--- src/rtl/alu_issue_stage.sv ---
// alu_issue_stage: decodes RV32I opcode/funct fields into alu selects and operands,
// and registers the bundle behind a valid/ready handshake with a 2-entry skid buffer.
// Ports:
//   clk, rst (async, active-high), flush (sync kill of buffered entries)
//   in_valid/in_ready          upstream handshake (in_ready registered)
//   opcode, funct3, funct7_5   instruction fields
//   rs1_data, rs2_data, imm, pc  operand sources
//   out_valid/out_ready        downstream handshake
//   opd1..opd4, alu_mux1_select, alu_mux2_select, alu_op_select, illegal  registered alu bundle
module alu_issue_stage #(
    parameter int unsigned OPERAND_LENGTH = 32
) (
    input  logic                      clk,
    input  logic                      rst,
    input  logic                      flush,
    input  logic                      in_valid,
    output logic                      in_ready,
    input  logic [6:0]                opcode,
    input  logic [2:0]                funct3,
    input  logic                      funct7_5,
    input  logic [OPERAND_LENGTH-1:0] rs1_data,
    input  logic [OPERAND_LENGTH-1:0] rs2_data,
    input  logic [OPERAND_LENGTH-1:0] imm,
    input  logic [OPERAND_LENGTH-1:0] pc,
    output logic                      out_valid,
    input  logic                      out_ready,
    output logic [OPERAND_LENGTH-1:0] opd1,
    output logic [OPERAND_LENGTH-1:0] opd2,
    output logic [OPERAND_LENGTH-1:0] opd3,
    output logic [OPERAND_LENGTH-1:0] opd4,
    output logic                      alu_mux1_select,
    output logic [1:0]                alu_mux2_select,
    output logic [3:0]                alu_op_select,
    output logic                      illegal
);
    localparam int unsigned OL = OPERAND_LENGTH;

    localparam logic [6:0] OPC_OP     = 7'b0110011;
    localparam logic [6:0] OPC_OPIMM  = 7'b0010011;
    localparam logic [6:0] OPC_BRANCH = 7'b1100011;
    localparam logic [6:0] OPC_LUI    = 7'b0110111;
    localparam logic [6:0] OPC_AUIPC  = 7'b0010111;
    localparam logic [6:0] OPC_JAL    = 7'b1101111;
    localparam logic [6:0] OPC_JALR   = 7'b1100111;

    localparam logic [3:0] OP_ADD  = 4'b0000, OP_SUB  = 4'b0001, OP_AND  = 4'b0010;
    localparam logic [3:0] OP_OR   = 4'b0011, OP_XOR  = 4'b0100, OP_SLL  = 4'b0101;
    localparam logic [3:0] OP_SRL  = 4'b0110, OP_SRA  = 4'b0111, OP_SLT  = 4'b1000;
    localparam logic [3:0] OP_SLTU = 4'b1001, OP_BEQ  = 4'b1010, OP_BNE  = 4'b1011;
    localparam logic [3:0] OP_BLT  = 4'b1100, OP_BGE  = 4'b1101, OP_BLTU = 4'b1110;
    localparam logic [3:0] OP_BGEU = 4'b1111;

    typedef struct packed {
        logic [OL-1:0] opd1;
        logic [OL-1:0] opd2;
        logic [OL-1:0] opd3;
        logic [OL-1:0] opd4;
        logic          mux1;
        logic [1:0]    mux2;
        logic [3:0]    op;
        logic          illegal;
    } bundle_t;

    bundle_t dec;
    bundle_t out_b, out_b_n, skid_b, skid_b_n;
    logic    out_v, out_v_n, skid_v, skid_v_n;
    logic    accept;

    // alu unit selected by a register/immediate arithmetic op
    function automatic logic [1:0] op_class(input logic [3:0] op);
        case (op)
            OP_AND, OP_OR, OP_XOR:   op_class = 2'b01;
            OP_SLL, OP_SRL, OP_SRA:  op_class = 2'b10;
            OP_SLT, OP_SLTU:         op_class = 2'b11;
            default:                 op_class = 2'b00;
        endcase
    endfunction

    // Instruction decode and operand selection
    always_comb begin
        dec      = '0;
        dec.opd3 = rs1_data;
        dec.opd4 = rs2_data;
        case (opcode)
            OPC_OP, OPC_OPIMM: begin
                dec.opd1 = rs1_data;
                dec.opd2 = (opcode == OPC_OP) ? rs2_data : imm;
                case (funct3)
                    3'b000:  dec.op = (opcode == OPC_OP && funct7_5) ? OP_SUB : OP_ADD;
                    3'b001:  dec.op = OP_SLL;
                    3'b010:  dec.op = OP_SLT;
                    3'b011:  dec.op = OP_SLTU;
                    3'b100:  dec.op = OP_XOR;
                    3'b101:  dec.op = funct7_5 ? OP_SRA : OP_SRL;
                    3'b110:  dec.op = OP_OR;
                    default: dec.op = OP_AND;
                endcase
                dec.mux2 = op_class(dec.op);
            end
            OPC_BRANCH: begin
                dec.opd1 = pc;
                dec.opd2 = imm;
                dec.mux1 = 1'b1;
                case (funct3)
                    3'b000:  dec.op = OP_BEQ;
                    3'b001:  dec.op = OP_BNE;
                    3'b100:  dec.op = OP_BLT;
                    3'b101:  dec.op = OP_BGE;
                    3'b110:  dec.op = OP_BLTU;
                    3'b111:  dec.op = OP_BGEU;
                    default: begin
                        dec         = '0;
                        dec.illegal = 1'b1;
                    end
                endcase
            end
            OPC_LUI: begin
                dec.opd2 = imm;
            end
            OPC_AUIPC: begin
                dec.opd1 = pc;
                dec.opd2 = imm;
            end
            OPC_JAL, OPC_JALR: begin
                dec.opd1 = pc;
                dec.opd2 = OL'(4);
            end
            default: begin
                dec         = '0;
                dec.illegal = 1'b1;
            end
        endcase
    end

    assign accept = in_valid & in_ready;

    // Output/skid buffer next state; in_ready is never high while SKID holds an entry
    always_comb begin
        out_v_n  = out_v;
        skid_v_n = skid_v;
        out_b_n  = out_b;
        skid_b_n = skid_b;
        if (flush) begin
            out_v_n  = 1'b0;
            skid_v_n = 1'b0;
        end else if (skid_v) begin
            if (out_ready) begin
                out_b_n  = skid_b;
                skid_v_n = 1'b0;
            end
        end else if (accept) begin
            if (!out_v || out_ready) begin
                out_b_n = dec;
                out_v_n = 1'b1;
            end else begin
                skid_b_n = dec;
                skid_v_n = 1'b1;
            end
        end else if (out_ready) begin
            out_v_n = 1'b0;
        end
    end

    // Buffer registers
    always_ff @(posedge clk or posedge rst) begin
        if (rst) begin
            out_v    <= 1'b0;
            skid_v   <= 1'b0;
            out_b    <= '0;
            skid_b   <= '0;
            in_ready <= 1'b1;
        end else begin
            out_v    <= out_v_n;
            skid_v   <= skid_v_n;
            out_b    <= out_b_n;
            skid_b   <= skid_b_n;
            in_ready <= !skid_v_n;
        end
    end

    assign out_valid       = out_v;
    assign opd1            = out_b.opd1;
    assign opd2            = out_b.opd2;
    assign opd3            = out_b.opd3;
    assign opd4            = out_b.opd4;
    assign alu_mux1_select = out_b.mux1;
    assign alu_mux2_select = out_b.mux2;
    assign alu_op_select   = out_b.op;
    assign illegal         = out_b.illegal;

endmodule

--- config.mk ---
export PLATFORM = sky130hd
export DESIGN_NAME = alu_issue_stage
export DESIGN_NICKNAME = d
export VERILOG_FILES = /design/src/rtl/alu_issue_stage.sv
export SDC_FILE = /design/constraint.sdc
export NUM_CORES = 1
export LEC_CHECK = 0
export ABC_AREA = 1
export CORE_UTILIZATION = 40
export DETAILED_ROUTE_END_ITERATION = 6
export SYNTH_ARGS = -nofsm -noshare
export SYNTH_HDL_FRONTEND = slang
export SYNTH_SLANG_ARGS = --single-unit
--- constraint.sdc ---
create_clock -name clk -period 9.7 [get_ports clk]
set_input_delay 0.97 -clock clk [delete_from_list [all_inputs] [get_ports clk]]
set_output_delay 0.97 -clock clk [all_outputs]
set_load 0.01 [all_outputs]
==> reports/qor.yml <==
run_status:
  status: "complete, no violations"
worst_setup_path:
  critPathRequiredTime_ns: 10.15
  endpoint_kind: "flip-flop"
  critPathSlowestCell: "buf_4"
  slowest_delay_ns: 0.94
  worst-r2r-setup-slack_ns: 5.50
  ff2ff_path_depth: 10
  path_class: "flip-flop to flip-flop"
  cp_max_fo: 139
  startpoint: "skid_v"
  r2r-end: "opd3[28]"
  cp.arrival_ns: 4.65
  r2r-start: "skid_v"
  cpMostUsedCell: "buf_4"
  cp_cell_sequence: "buf_4, inv_6, a21oi_2, nor2_4, buf_4, inv_6, buf_4, a21oi_1, nand2_1, nand2_1"
  cp-start-kind: "flip-flop"
die:
  die_y_um: 189
  coreArea_um2: 34500
  die-area_um2: 35900
  rows: 68
  pin_count: 282
  initial_utilization_pct: 40.7
  die_w_um: 189
sta:
  hold_violations: 0
  worstMarginPinSlew_ns: 1.38
  period_needed_ns: 4.20
  fmax_ghz: 0.238
  fin_crit_sh_pct: 43.3
  final-setup-viol-count: 0
  slew_headroom_pct: 8.18
  rsz0062_at_grt: "no"
  setup_tns_ns: 0
  maxSlewViolCount: 0
  finClkSkew_ns: 0.0147
drt:
  wl_per_cell_um: 17.7
  via_per_inst: 5.37
  dr.max_layer_used: "met5"
  drc_errors: 0
  drt-met1-wl_um: 20200
  drt-total-wl_um: 45200
  ant_nets: 0
  drt_iter0_drc: 1154
  dr.pass1.iters: 7
  num_vias: 13700
  route.met2.wl_um: 20200
  dr_wl_met3_um: 3150
global_route:
  antenna_found_initial: 11
  grt_pass1_vias: 13000
  track_usage_pct: 25.0
  grt_start_max_net_pins: 263
  grt_pass1_wl_um: 71400
  gr-total-overflow: 0
synthesis:
  synthMuxAreaShare_pct: 0
  synth_area_leader_cell: "dfrtp_1"
  synth-seq-cells: 275
  synth_area_um2: 14000
  synth_compound_area_share_pct: 11.2
  synth_top_family_by_area: "simple AND/OR/NAND/NOR gates"
  synth_warnings: 0
  synth_adder_area_share_pct: 0
  avgSynthCellArea_um2: 7.42
  postSynthCellCount: 1892
  yosys.area.top_type_share_pct: 48.8
  synth_xor_area_share_pct: 0
  synthSimpleGateAreaFrac_pct: 34.0
  ys_types: 29
  yosys-top-cells-area: "dfrtp_1 49%, nand2_1 15%, nor2_1 10%"
  seq_area_frac_synth_pct: 49.0
  synthesis.nets: 2036
clock_network:
  cts_repair_resize_count: 0
  cts_made_buffers: 31
  cts_buffer_depth: 3
  cts_setup_buffers: 0
  cts_max_level: 1
  clk_pin_slew_ns: 0.06
  clk_latency_ns: 0.57
  cts_root_buf: "clkbuf_16"
  postCtsHoldBufs: 0
  clkSinkCount: 275
  cts_tree: "yes"
layout:
  mostFrequentLayoutCell: "nand2_1"
  multi_input_area_um2: 6350
  utilization_pct: 51.6
  layout-drive-gt1-share_pct: 3.29
  fill_cells: 3371
  final_nets: 2228
  regArea_um2: 6880
  stdcell_count: 2559
  area_delta_synth_final_pct: 26.8
  layout_common_cells: "555 x nand2_1, 376 x nor2_1, 281 x clkdlybuf4s50_1"
placed_design:
  port_buffers: 281
  routabilityCongestion: 0.827
  dpl.cell_count: 2506
  hpwl_um: 27000
power_and_ir_drop:
  ir_drop_mv: 0.148
  p_leak_nw: 8.44
  p_per_area_nw_per_um2: 186
min_path:
  hold_end: "opd1[26]"
  worstHoldPathCells: 2
  hp-start: "opd1[26]"
  min_path_type: "flip-flop to flip-flop"
job:
  cap_violations: 0
-- area by class of cell --
cell class                      count  share of cell area, %
Multi-Input combinational cell   1437                   35.7
Antenna cell                        7                 0.0983
Clock buffer                       46                   4.90
Timing Repair Buffer              296                   16.5
Sequential cell                   275                   38.6
Tap cell                          455                   3.20
Inverter                           43                   1.00
-- cells in the mapped netlist (all sizes together) --
| master | count |
|---|---|
| a21oi | 94 |
| a31oi | 79 |
| a32o | 1 |
| a41oi | 32 |
| buf | 86 |
| clkbuf | 51 |
| clkinv | 1 |
| dfrtp | 274 |
| dfstp | 1 |
| inv | 42 |
| nand2 | 559 |
| nand3 | 191 |
| nand3b | 1 |
| nand4 | 34 |
| nor2 | 380 |
| nor3 | 4 |
| o21ai | 61 |
| o22ai | 1 |
-- power by group --
part	total, mW	switching [mW]	internal (mW)
clock network	1.07	0.459	0.606
logic	0.707	0.361	0.346
registers	1.55	0.144	1.40
-- worst max-delay path: cells and delay by family, from the launching register on --
family,cells,cell delay (ns)
flops,1,0.33
simple gates,3,0.22
buf+inv,5,3.00
compound gates,2,0.39
-- through the flow --
step                hold WS [ns]  setup slack, ns  power (mW)  area (µm²)
finish                     0.478             5.50        3.32       17800
global route               0.499             5.10        3.50       17800
CTS                        0.482             5.45        3.35       17800
detailed placement         0.466             5.24        2.27       16900
global placement           0.461             5.25        2.25       16900
floorplan                  0.448             1.15        1.92       14000
-- sequential cells by signal, summed over array words and instances, names as in the netlist --
name             cells
skid_b             136
opd1                32
opd2                32
opd3                32
opd4                32
alu_op_select        4
alu_mux2_select      2
alu_mux1_select      1
illegal              1
in_ready             1
out_valid            1
skid_v               1
-- metal layers --
metal / vias to the layer above / track usage [%]
met3: 95 / 4.10
met4: 8 / 10.4
met5: - / 0
met2: 507 / 38.5
li1: 6641 / -
met1: 6488 / 34.9
-- kinds of logic after synthesis --
| kind of cell | after synthesis |
|---|---|
| AND/OR/NAND/NOR | 1169 |
| flip-flops | 275 |
| buffers and inverters | 180 |
| AO/OA/AOI/OAI | 268 |
-- worst max-delay path by stage --
stage                            endpoint  cells past startpoint
after CTS                        opd3[28]                     10
after global placement         skid_b[54]                     11
after floorplan           alu_mux1_select                      1
after detailed placement       skid_b[61]                     11
after global routing             opd2[10]                      9
final                            opd3[28]                     10
(Power assumes the default switching activity.)
